[src/rtl/inst_fetch.sv]
// Instruction fetch stage with a direct-mapped I-cache. It delivers hits in one cycle,
// fetches misses from memory, and accepts fills of prefetched words.
module inst_fetch #(
   parameter int unsigned ICACHE_ENTRIES = 16,
   parameter logic [31:0] RESET_PC       = 32'h0000_0000
) (
   input  logic        clk,
   input  logic        rst,
   input  logic        stall_i,
   input  logic        jump_i,
   input  logic [31:0] jump_pc_i,
   input  logic [31:0] mem_inst_i,
   input  logic [31:0] mem_pc_i,
   input  logic        mem_ok_i,
   output logic        fe_o,
   output logic [31:0] fpc_o,
   output logic [31:0] pc_o,
   output logic [31:0] inst_o,
   output logic        valid_o
);

   localparam int unsigned IDX   = $clog2(ICACHE_ENTRIES);
   localparam int unsigned TAG_W = 30 - IDX;

   typedef enum logic {S_FETCH, S_MISS} state_t;

   state_t                    r_state;
   state_t                    w_next_state;
   logic [31:0]               r_pc;
   logic                      r_fe;
   logic [31:0]               r_pc_o;
   logic [31:0]               r_inst_o;
   logic                      r_valid_o;
   logic [ICACHE_ENTRIES-1:0] r_line_valid;
   logic [TAG_W-1:0]          r_tag  [ICACHE_ENTRIES];
   logic [31:0]               r_data [ICACHE_ENTRIES];

   logic [IDX-1:0]            w_idx;
   logic [IDX-1:0]            w_fill_idx;
   logic                      w_hit;
   logic                      w_ret_match;
   logic                      w_deliver;
   logic [31:0]               w_del_pc;
   logic [31:0]               w_del_inst;
   logic [31:0]               w_next_pc;

   assign w_idx       = r_pc[IDX+1:2];
   assign w_fill_idx  = mem_pc_i[IDX+1:2];
   assign w_hit       = r_line_valid[w_idx] && (r_tag[w_idx] == r_pc[31:IDX+2]);
   assign w_ret_match = mem_ok_i && (mem_pc_i[31:2] == r_pc[31:2]);

   // Next state, next PC and delivery selection; a redirect overrides everything
   always_comb begin
      w_next_state = r_state;
      w_deliver    = 1'b0;
      w_del_pc     = r_pc;
      w_del_inst   = r_data[w_idx];
      w_next_pc    = r_pc;
      if (jump_i) begin
         w_next_state = S_FETCH;
         w_next_pc    = {jump_pc_i[31:2], 2'b00};
      end else begin
         case (r_state)
            S_FETCH: begin
               if (w_hit) begin
                  if (!stall_i) begin
                     w_deliver = 1'b1;
                     w_next_pc = r_pc + 32'd4;
                  end
               end else begin
                  w_next_state = S_MISS;
               end
            end
            S_MISS: begin
               if (w_ret_match) begin
                  // A stalled return only fills; the following FETCH cycle hits it
                  w_next_state = S_FETCH;
                  if (!stall_i) begin
                     w_deliver  = 1'b1;
                     w_del_pc   = {mem_pc_i[31:2], 2'b00};
                     w_del_inst = mem_inst_i;
                     w_next_pc  = r_pc + 32'd4;
                  end
               end
            end
            default: w_next_state = S_FETCH;
         endcase
      end
   end

   // State register; fe_o is a flop mirroring the MISS state
   always_ff @(posedge clk) begin
      if (rst) begin
         r_state <= S_FETCH;
         r_fe    <= 1'b0;
      end else begin
         r_state <= w_next_state;
         r_fe    <= (w_next_state == S_MISS);
      end
   end

   always_ff @(posedge clk) begin
      if (rst) begin
         r_pc      <= {RESET_PC[31:2], 2'b00};
         r_valid_o <= 1'b0;
         r_pc_o    <= 32'd0;
         r_inst_o  <= 32'd0;
      end else begin
         r_pc <= w_next_pc;
         if (jump_i) begin
            r_valid_o <= 1'b0;
         end else if (w_deliver) begin
            r_valid_o <= 1'b1;
            r_pc_o    <= w_del_pc;
            r_inst_o  <= w_del_inst;
         end else if (!stall_i) begin
            r_valid_o <= 1'b0;
         end
      end
   end

   // Every memory return fills its line, whether or not it is delivered
   always_ff @(posedge clk) begin
      if (rst) begin
         r_line_valid <= '0;
      end else if (mem_ok_i) begin
         r_line_valid[w_fill_idx] <= 1'b1;
      end
   end

   always_ff @(posedge clk) begin
      if (mem_ok_i) begin
         r_tag[w_fill_idx]  <= mem_pc_i[31:IDX+2];
         r_data[w_fill_idx] <= mem_inst_i;
      end
   end

   assign fe_o    = r_fe;
   assign fpc_o   = r_pc;
   assign pc_o    = r_pc_o;
   assign inst_o  = r_inst_o;
   assign valid_o = r_valid_o;

endmodule

[config.mk]
export PLATFORM = sky130hd
export DESIGN_NAME = inst_fetch
export DESIGN_NICKNAME = d
export VERILOG_FILES = /design/src/rtl/inst_fetch.sv
export SDC_FILE = /design/constraint.sdc
export NUM_CORES = 1
export LEC_CHECK = 0
export CAP_MARGIN = 10
export CORE_AREA = 2 2 279 309
export CTS_BUF_LIST = sky130_fd_sc_hd__clkbuf_4
export CTS_CLUSTER_SIZE = 24
export DETAILED_ROUTE_END_ITERATION = 6
export DIE_AREA = 0 0 281 311
export PLACE_DENSITY = 0.7
export SLEW_MARGIN = 40
export SYNTH_ARGS = -nofsm -noshare
export SYNTH_HDL_FRONTEND = slang
export SYNTH_SLANG_ARGS = --single-unit
[constraint.sdc]
create_clock -name clk -period 6.1 [get_ports clk]
set_input_delay 1.22 -clock clk [delete_from_list [all_inputs] [get_ports clk]]
set_output_delay 1.22 -clock clk [all_outputs]
set_load 0.02 [all_outputs]
==> results.md, run 1 <==
- The flow ran to the end, and the final reports show no timing, DRC or antenna violations.
- The maximum vdd ir drop is approximately 0.00018 V.
- The total setup violations reported at the end of the flow is 0.
- Setup slack on the critical path of the routed design comes to approximately 1.2 ns.
- Counting distinct cell types in the post-synthesis netlist gives 76.
- After floorplanning, the core was sized to cover between 80000 and 90000 sq um.
- The final net count is 2826.
- Setup repair after global routing left no endpoint under its margin.
- The die is about 310 um tall.
- Of all cell types, the one taking the most synthesized area is edfxtp_1.
- The placer's final routability congestion estimate is ~0.93.
- The final routed wire length divided by cell count is ~26 um.
- The share of the synthesized area in the top cell type is approximately 67%.
- For this design the static power due to leakage is 15.8 nW.
- Counting every instance in the synthesized netlist gives 2328.
- The primary flip-flop cell chosen by synthesis mapping is edfxtp_1.
- The length of the first detailed-routing pass in iterations is 6.
- The final worst clock skew is roughly 0.07 ns.
- The critical path goes through buf_4 > mux4_2 > mux2i_1 > xor2_1 > o32ai_1 > nor4_1 > nand3_1 > o41ai_4 > buf_12 > mux2i_1 > nor2_1.
- In the synthesized netlist the async set-or-reset flop fraction comes to 0%.
- The total instance count after detailed placement is 3575.
- Compared with the post-synthesis result, the final layout area differs by 16.8%.
- The initial antenna violation count is 6.
- Of all nets on the critical path, the largest fanout is 46.
- The number of design rule violations left after detail routing is 0.
- The detailed router placed between 20000 and 25000 vias in this run.
- The clock latency on the worst-skew pair is ~1.1 ns.
- The hold buffer count at CTS is 0.
- Entering global routing, the biggest net connects 78 pins.
- The maximum number of buffers from clock root to sink is 4.
- CTS placed an instance of clkbuf_4 at the clock tree root.
- The data required time at the worst endpoint is roughly 7 ns.
- The class of the most critical setup path is flip-flop to flip-flop.
- Counting both buffers and inverters, the worst setup path holds a total of 2.
- Data arrives at the worst endpoint at 5.80 ns.
- The number of placed I/O pins is between 150 and 200.
- Port buffering added between 150 and 200 buffers.
- By instance count, the cell type seen most on the critical path is mux2i_1.
- The sequential cell area in the final layout is roughly 30000 sq um.
- The measured slew at the worst slew-check pin is 0.894 ns.
- The cell type of the slowest stage on the worst timing path is dfxtp_4.
- Clock tree synthesis found a total of 1042 sinks.
- The global-route wire length before repair is roughly 150 mm.
- The final clock period utilization by the worst path is 80.4%.
- Sequential elements use 72.1% of the synthesized area.
- The maximum level of the CTS H-tree is 5.
- Detailed placement ended at an HPWL of about 57 mm.
- Global routing used between 30% and 40% of the available met1 tracks.
- Yosys printed 0 warnings.
- Across the run, the number of max-cap violations was 0.
- The global-route track usage on met2 is 37.7%.
- The area of combinational cells with multiple inputs is approximately 11000 sq um.
- After floorplanning, the core was divided into roughly 110 placement rows.
- A synthesized cell averages between 15 and 20 sq um.
- The post-CTS clock slew at the launch and capture registers of the worst setup and hold paths is 0.07 ns.
- The final design area excluding fillers is about 50000 sq um.
- The first-iteration detailed-routing DRC count is roughly 2700.
- The highest-utilization routing layer at the global route stage is met2.
- The number of antenna-violating nets in the routed design is 0.
- Summed over all failing endpoints, the final setup total negative slack is 0 ns.
- The via count of the first global-routing pass is ~25000.
- The type of element launching the critical path is a flip-flop.
- The finished layout holds 4048 standard cells, fillers aside.
- In this run the cell area measured after placement is about 45000 sq um.
- Global routing used 6.38% of the available met3 tracks.
- In this run the worst hold path is classified as flip-flop to flip-flop.
- The final max-slew violation count came to 0.
- Yosys mapped a number of flops with a built-in enable equal to ~930.
- At the placement stage, the worst setup path has a slack of about 1.2 ns.
- The largest stage delay on the critical path is 0.92 ns.
- The worst setup path is captured at a flip-flop.
- The total setup buffers inserted after CTS is 0.
- By area the synthesized netlist is led by edfxtp_1, mux4_2, dfxtp_1.
- The post-cts gate resize count is 0.
- The effective utilization at floorplan is between 40% and 50%.
- The kind of cell with the highest combined delay along the critical path is simple AND/OR/NAND/NOR gates.
- The width of the chip is around 280 um.
- The number of synthesized register bits is around 1000.
- Counting the buffers created by CTS gives about 290.
- The remaining global-route overflow is 0.
- The proportion of layout cells with a drive suffix above 1 is 26.2%.
- The die outline area is between 80000 and 90000 sq um.
- The relative max-transition margin is between 40% and 50%.
- The detailed-route vias per instance is roughly 6.0.
- The netlist area before placement is 41800 sq um.
- The aggregate routed wire length is between 100 and 150 mm.
- The total count of hold-check failures in the final report is 0.
- The total track usage is 24.1%.
- TritonCTS built the clock tree.
- The filler cells instantiated in the layout total 6311.
- The minimum clock period after layout is about 4.9 ns.
- Dividing total power by cell area gives a power density of roughly 310 nW/um^2.
- Derived from the worst setup path, the maximum achievable clock frequency is 0.204 GHz.
final timing paths:
check / start / endpoint / slack [ns] / cells after the start
setup / recovery: flip-flop / inst_o[20] / 1.20 / 11
hold / removal: r_line_valid[14] / r_line_valid[14] / 0.47 / 2
setup reg to reg: flip-flop / inst_o[20] / 1.20 / 11
hold reg to reg: r_line_valid[14] / r_line_valid[14] / 0.47 / 2
kinds of logic (layout without fill, tap and decap cells):
family / after synthesis / count (layout) / synth area share (%)
xor+xnor: 42 / 42 / 0.879
mux: 404 / 404 / 16.3
other cells: 1 / 8 / 0.00896
buf+inv: 167 / 740 / 1.99
simple gates: 492 / 492 / 5.56
flops: 1042 / 1042 / 72.1
fa+ha+maj: 1 / 1 / 0.0299
compound gates: 179 / 179 / 3.20
cell usage after synthesis (all sizes together), types with 8 or more instances:
cell type	instances
edfxtp	928
mux4	220
mux2i	171
nor2	150
nand2	148
dfxtp	114
clkbuf	81
buf	67
nand3	39
a22oi	37
a21oi	24
nor3	23
xnor2	23
nor2b	22
xor2	19
inv	18
nand4	18
o21ai	16
a311oi	15
nor4	15
and3	14
a31oi	13
mux2	13
or3	12
and2	9
nand2b	8
state kept, by name (all words and copies together), names as in the netlist, named ones only:
name and count:
pc_o 30, r_tag 416, r_line_valid 16, r_data 512, valid_o 1, fpc_o 30, inst_o 32, fe_o 1
power by group:
part	total, mW	switching, mW	internal [mW]
Sequential	8.02	0.111	7.91
Clock	6.09	2.72	3.37
Combinational	1.02	0.573	0.445
cells in the final DEF, fill, tap and decap left out, types with 8 or more instances in the layout:
cell and n:
nor2b_1 22, and2_1 9, mux2i_1 171, clkdlybuf4s50_1 189
buf_4 38, clkinv_1 38, a31oi_1 13, nand2b_1 8
nor4_1 13, and3_1 13, a22oi_1 37, nand3_1 39
nand2_1 147, nor3_1 19, a21oi_1 24, a311oi_1 15
nand4_1 18, xor2_1 19, clkbuf_4 412, xnor2_1 23
nor2_4 12, o21ai_0 15, clkinv_2 8, mux2_2 11
edfxtp_1 928, mux4_2 220, dfxtp_1 110, or3_1 12
inv_1 17, buf_12 17, nor2_1 138
metrics by stage:
step                      power (mW)  utilization, %  hold slack (ns)
after floorplan                 8.75               -            0.440
after global placement          9.15            53.7            0.449
after detailed placement        9.19            53.8            0.458
after CTS                       15.3            58.0            0.474
after global routing            15.7            58.0            0.512
final                           15.1            58.0            0.470
worst min-delay path, stage by stage (launching register included):
cell,delay [ns]
dfxtp_1,0.33
nor2_1,0.05
nor2_1,0.06
routing by layer:
metal	share of wire (%)	wire [um]
met1	39	41400
met2	48	50300
met3	9.4	9930
met4	3.3	3500
met5	0.048	50
area by class of cell:
class	count	area share [%]
Multi-Input combinational cell	1122	22.5
Timing Repair Buffer	253	5.50
Sequential cell	1042	61.7
Tap cell	1140	2.92
Clock inverter	56	0.827
Inverter	19	0.146
Antenna cell	4	0.0205
Clock buffer	412	6.33
(Power assumes the default switching activity.)
==> inputs of run 2 (changes only) <==
- PLACE_DENSITY: 0.7 -> 0.68
- clock period: 6.1 -> 4.6 ns (I/O delays scaled with it)
==> results.md, run 2 (synthesized netlist as in run 1, its figures left out) <==
- The effective utilization at floorplan is ~50%.
- Compared with the post-synthesis result, the final layout area differs by 17.4%.
- The proportion of layout cells with a drive suffix above 1 is 26.8%.
- The remaining global-route overflow is 0.
- The final max-slew violation count came to 0.
- Timing analysis after detailed placement gives a worst setup slack of ~0.42 ns.
- In this run the count of I/O pins placed on the die edge is around 200.
- The setup slack after layout is about 0.31 ns.
- The initial antenna violation count is 3.
- The endpoint identified for the worst register-to-register timing path is pc_o[6].
- Buffers inserted during clock tree synthesis total about 280.
- The hold buffer count at CTS is 0.
- The maximum vdd ir drop is roughly 0.00024 V.
- Counting instances, the worst hold path has a depth of 2.
- In this run the most critical hold path is launched from rst.
- The number of flip-flops under the largest register name is 512.
- The root buffer cell chosen for the clock tree is clkbuf_4.
- The post-detailed-placement half-perimeter wirelength is between 50 and 60 mm.
- The measured slew at the worst slew-check pin is about 0.78 ns.
- The flow ran to the end, and the final reports show no timing, DRC or antenna violations.
- The setup slack of the worst register-to-register path is between 0.3 and 0.4 ns.
- The floorplan step set the die height to just over 300 um.
- The via count of the first global-routing pass is between 20000 and 25000.
- The most common cell after layout, fill and taps aside is edfxtp_1.
- The filler cell count is approximately 6400.
- After clock tree synthesis, the clock-pin slew on the worst setup and hold paths is ~0.07 ns.
- The via count of the routed design is roughly 24000.
- For this run, design rule violations remaining after detail routing come to 0.
- Global routing consumed, over all layers together, between 20% and 30% of the routing resources.
- In the layout the commonest cells are edfxtp_1, clkbuf_4, mux4_2.
- The power per standard cell area is approximately 400 nW/um^2.
- Setup repair after global routing left no endpoint under its margin.
- After floorplanning, the core was sized to cover between 80000 and 90000 sq um.
- The pin count of the biggest net entering global routing is 66.
- The most frequent cell on the critical path is buf_12.
- The data required time at the worst endpoint is between 5 and 6 ns.
- The total placed instance area is 45800 sq um.
- After detailed routing, the average wire length per cell comes to roughly 26 um.
- The depth of the worst register-to-register path is 12.
- The signal on the critical path passes through buf_12 > mux4_2 > mux2i_1 > or3_1 > o211ai_1 > nor4_1 > nand4_1 > o41ai_4 > buf_12 > buf_12 > mux2i_1 > nor2_1.
- For this design the static power due to leakage is 15.9 nW.
- The largest stage delay on the critical path is ~0.64 ns.
- Post-CTS timing repair inserted 0 buffers for setup.
- The number of max-cap violations is 0.
- The final standard cell count with taps included and fillers excluded is ~4100.
- The worst path needs 4.29 ns of the cycle, external delays included.
- The endpoint of the worst hold-timing path is pc_o[27].
- Along the worst path, the maximum fanout reaches 42.
- The tightest min-delay check is of the input port to flip-flop type.
- The class of the most critical setup path is flip-flop to flip-flop.
- Across the routed clock network, the largest skew measured is ~0.096 ns.
- The maximum number of buffers from clock root to sink is 4.
- The number of buffers inserted by port buffering is 190.
- At the end of the flow, the number of nets in the layout was around 2900.
- The clock latency on the worst-skew pair is approximately 1.1 ns.
- The number of antenna-violating nets in the routed design is 0.
- The site row count is 112.
- In the routed layout, each cell is associated on average with a via count of 5.90.
- Among all stages on the critical path, the largest delay is contributed by mux2i_1.
- In this run the horizontal extent of the chip is about 280 um.
- The first routing iteration left approximately 2600 violations.
- Data on the critical path arrives at its endpoint at roughly 5.2 ns.
- Summing all non-filler instances in the final layout gives an area of 49100 sq um.
- The final clock period utilization by the worst path is between 90 and 100%.
- The register with the highest flop count is r_data.
- The aggregate routed wire length is 105 mm.
- The total setup violations reported at the end of the flow is 0.
- The TritonCTS clock tree is yes.
- The first global-routing pass estimated around 160 mm of wire.
- The relative max-transition margin is 46.4%.
- The number of clock sinks seen by CTS is approximately 1000.
- The congestion estimate from routability-driven global placement came to around 0.96.
- The floorplan step defined a die boundary enclosing 87400 sq um.
- The total count of hold-check failures in the final report is 0.
- In this run, placement finished with an instance count of about 3600.
- The end-of-flow core utilization is 58.3%.
- STA classifies the critical path startpoint as a flip-flop.
- The first detailed-routing pass ran for 6 iterations.
- The type of element capturing the critical path is a flip-flop.
- The post-cts gate resize count is 0.
- The setup TNS is 0 ns.
- The maximum level of the CTS H-tree is 5.
- Based on the critical path, the design can be clocked at up to between 0.2 and 0.25 GHz.
[run 2: changes by cell type in the layout (fill, tap and decap cells not counted), sizes merged]
cell / before / now
diode: 4 / 2
clkinv: 46 / 49
bufinv: 7 / 3
clkbuf: 412 / 397
buf: 64 / 117
[run 2: layout make-up]
cell class              instances  area, sq um  share of cell area, %
repair buffers                306         3150                   6.42
multi-input cells            1122        11000                   22.4
flip-flops and latches       1042        30200                   61.4
clock buffers                 397         2980                   6.07
diodes                          2         5.00                 0.0102
inverters                      19         71.3                  0.145
well taps                    1140         1430                   2.90
clock inverters                55          290                  0.591
[run 2: worst max-delay path, delay by kind of cell (launching register included)]
kind | cells | cell delay, ns
AO/OA/AOI/OAI | 2 | 0.51
multiplexers | 3 | 1.42
buffers and inverters | 3 | 0.74
flip-flops | 1 | 0.60
AND/OR/NAND/NOR | 4 | 0.71
[run 2: worst max path at each step]
stage	startpoint	endpoint	slack, ns	cells after the start
2_1_floorplan	mem_pc_i[5]	r_data[3][0]	-1.12	2
4_1_cts	flip-flop	pc_o[16]	0.35	11
3_5_place_dp	mem_pc_i[22]	inst_o[26]	0.42	10
3_3_place_gp	flip-flop	fpc_o[10]	0.46	13
6_report	flip-flop	pc_o[6]	0.31	12
5_1_grt	flip-flop	pc_o[16]	0.08	11
[run 2: metrics by stage]
step / power (mW) / hold WS [ns]
finish: 19.7 / 0.327
global route: 20.5 / 0.297
CTS: 19.9 / 0.208
detailed placement: 12.2 / 0.466
global placement: 12.2 / 0.450
floorplan: 11.6 / 0.440
[run 2: layer usage]
| layer | track usage, % | wire length, um | vias to the layer above |
|---|---|---|---|
| met4 | 9.61 | 3120 | 4 |
| li1 | - | - | 10372 |
| met1 | 32.8 | 42000 | 12285 |
| met3 | 5.63 | 9280 | 196 |
| met2 | 38.9 | 51000 | 1237 |
| met5 | 0 | 24 | - |
[run 2: power by group]
group / internal, mW / switching (mW) / leakage [nW] / total, mW
clock: 4.10 / 3.57 / 1.97 / 7.67
sequential: 10.5 / 0.132 / 9.31 / 10.6
combinational: 0.619 / 0.785 / 4.65 / 1.40
total: 15.2 / 4.49 / 15.9 / 19.7
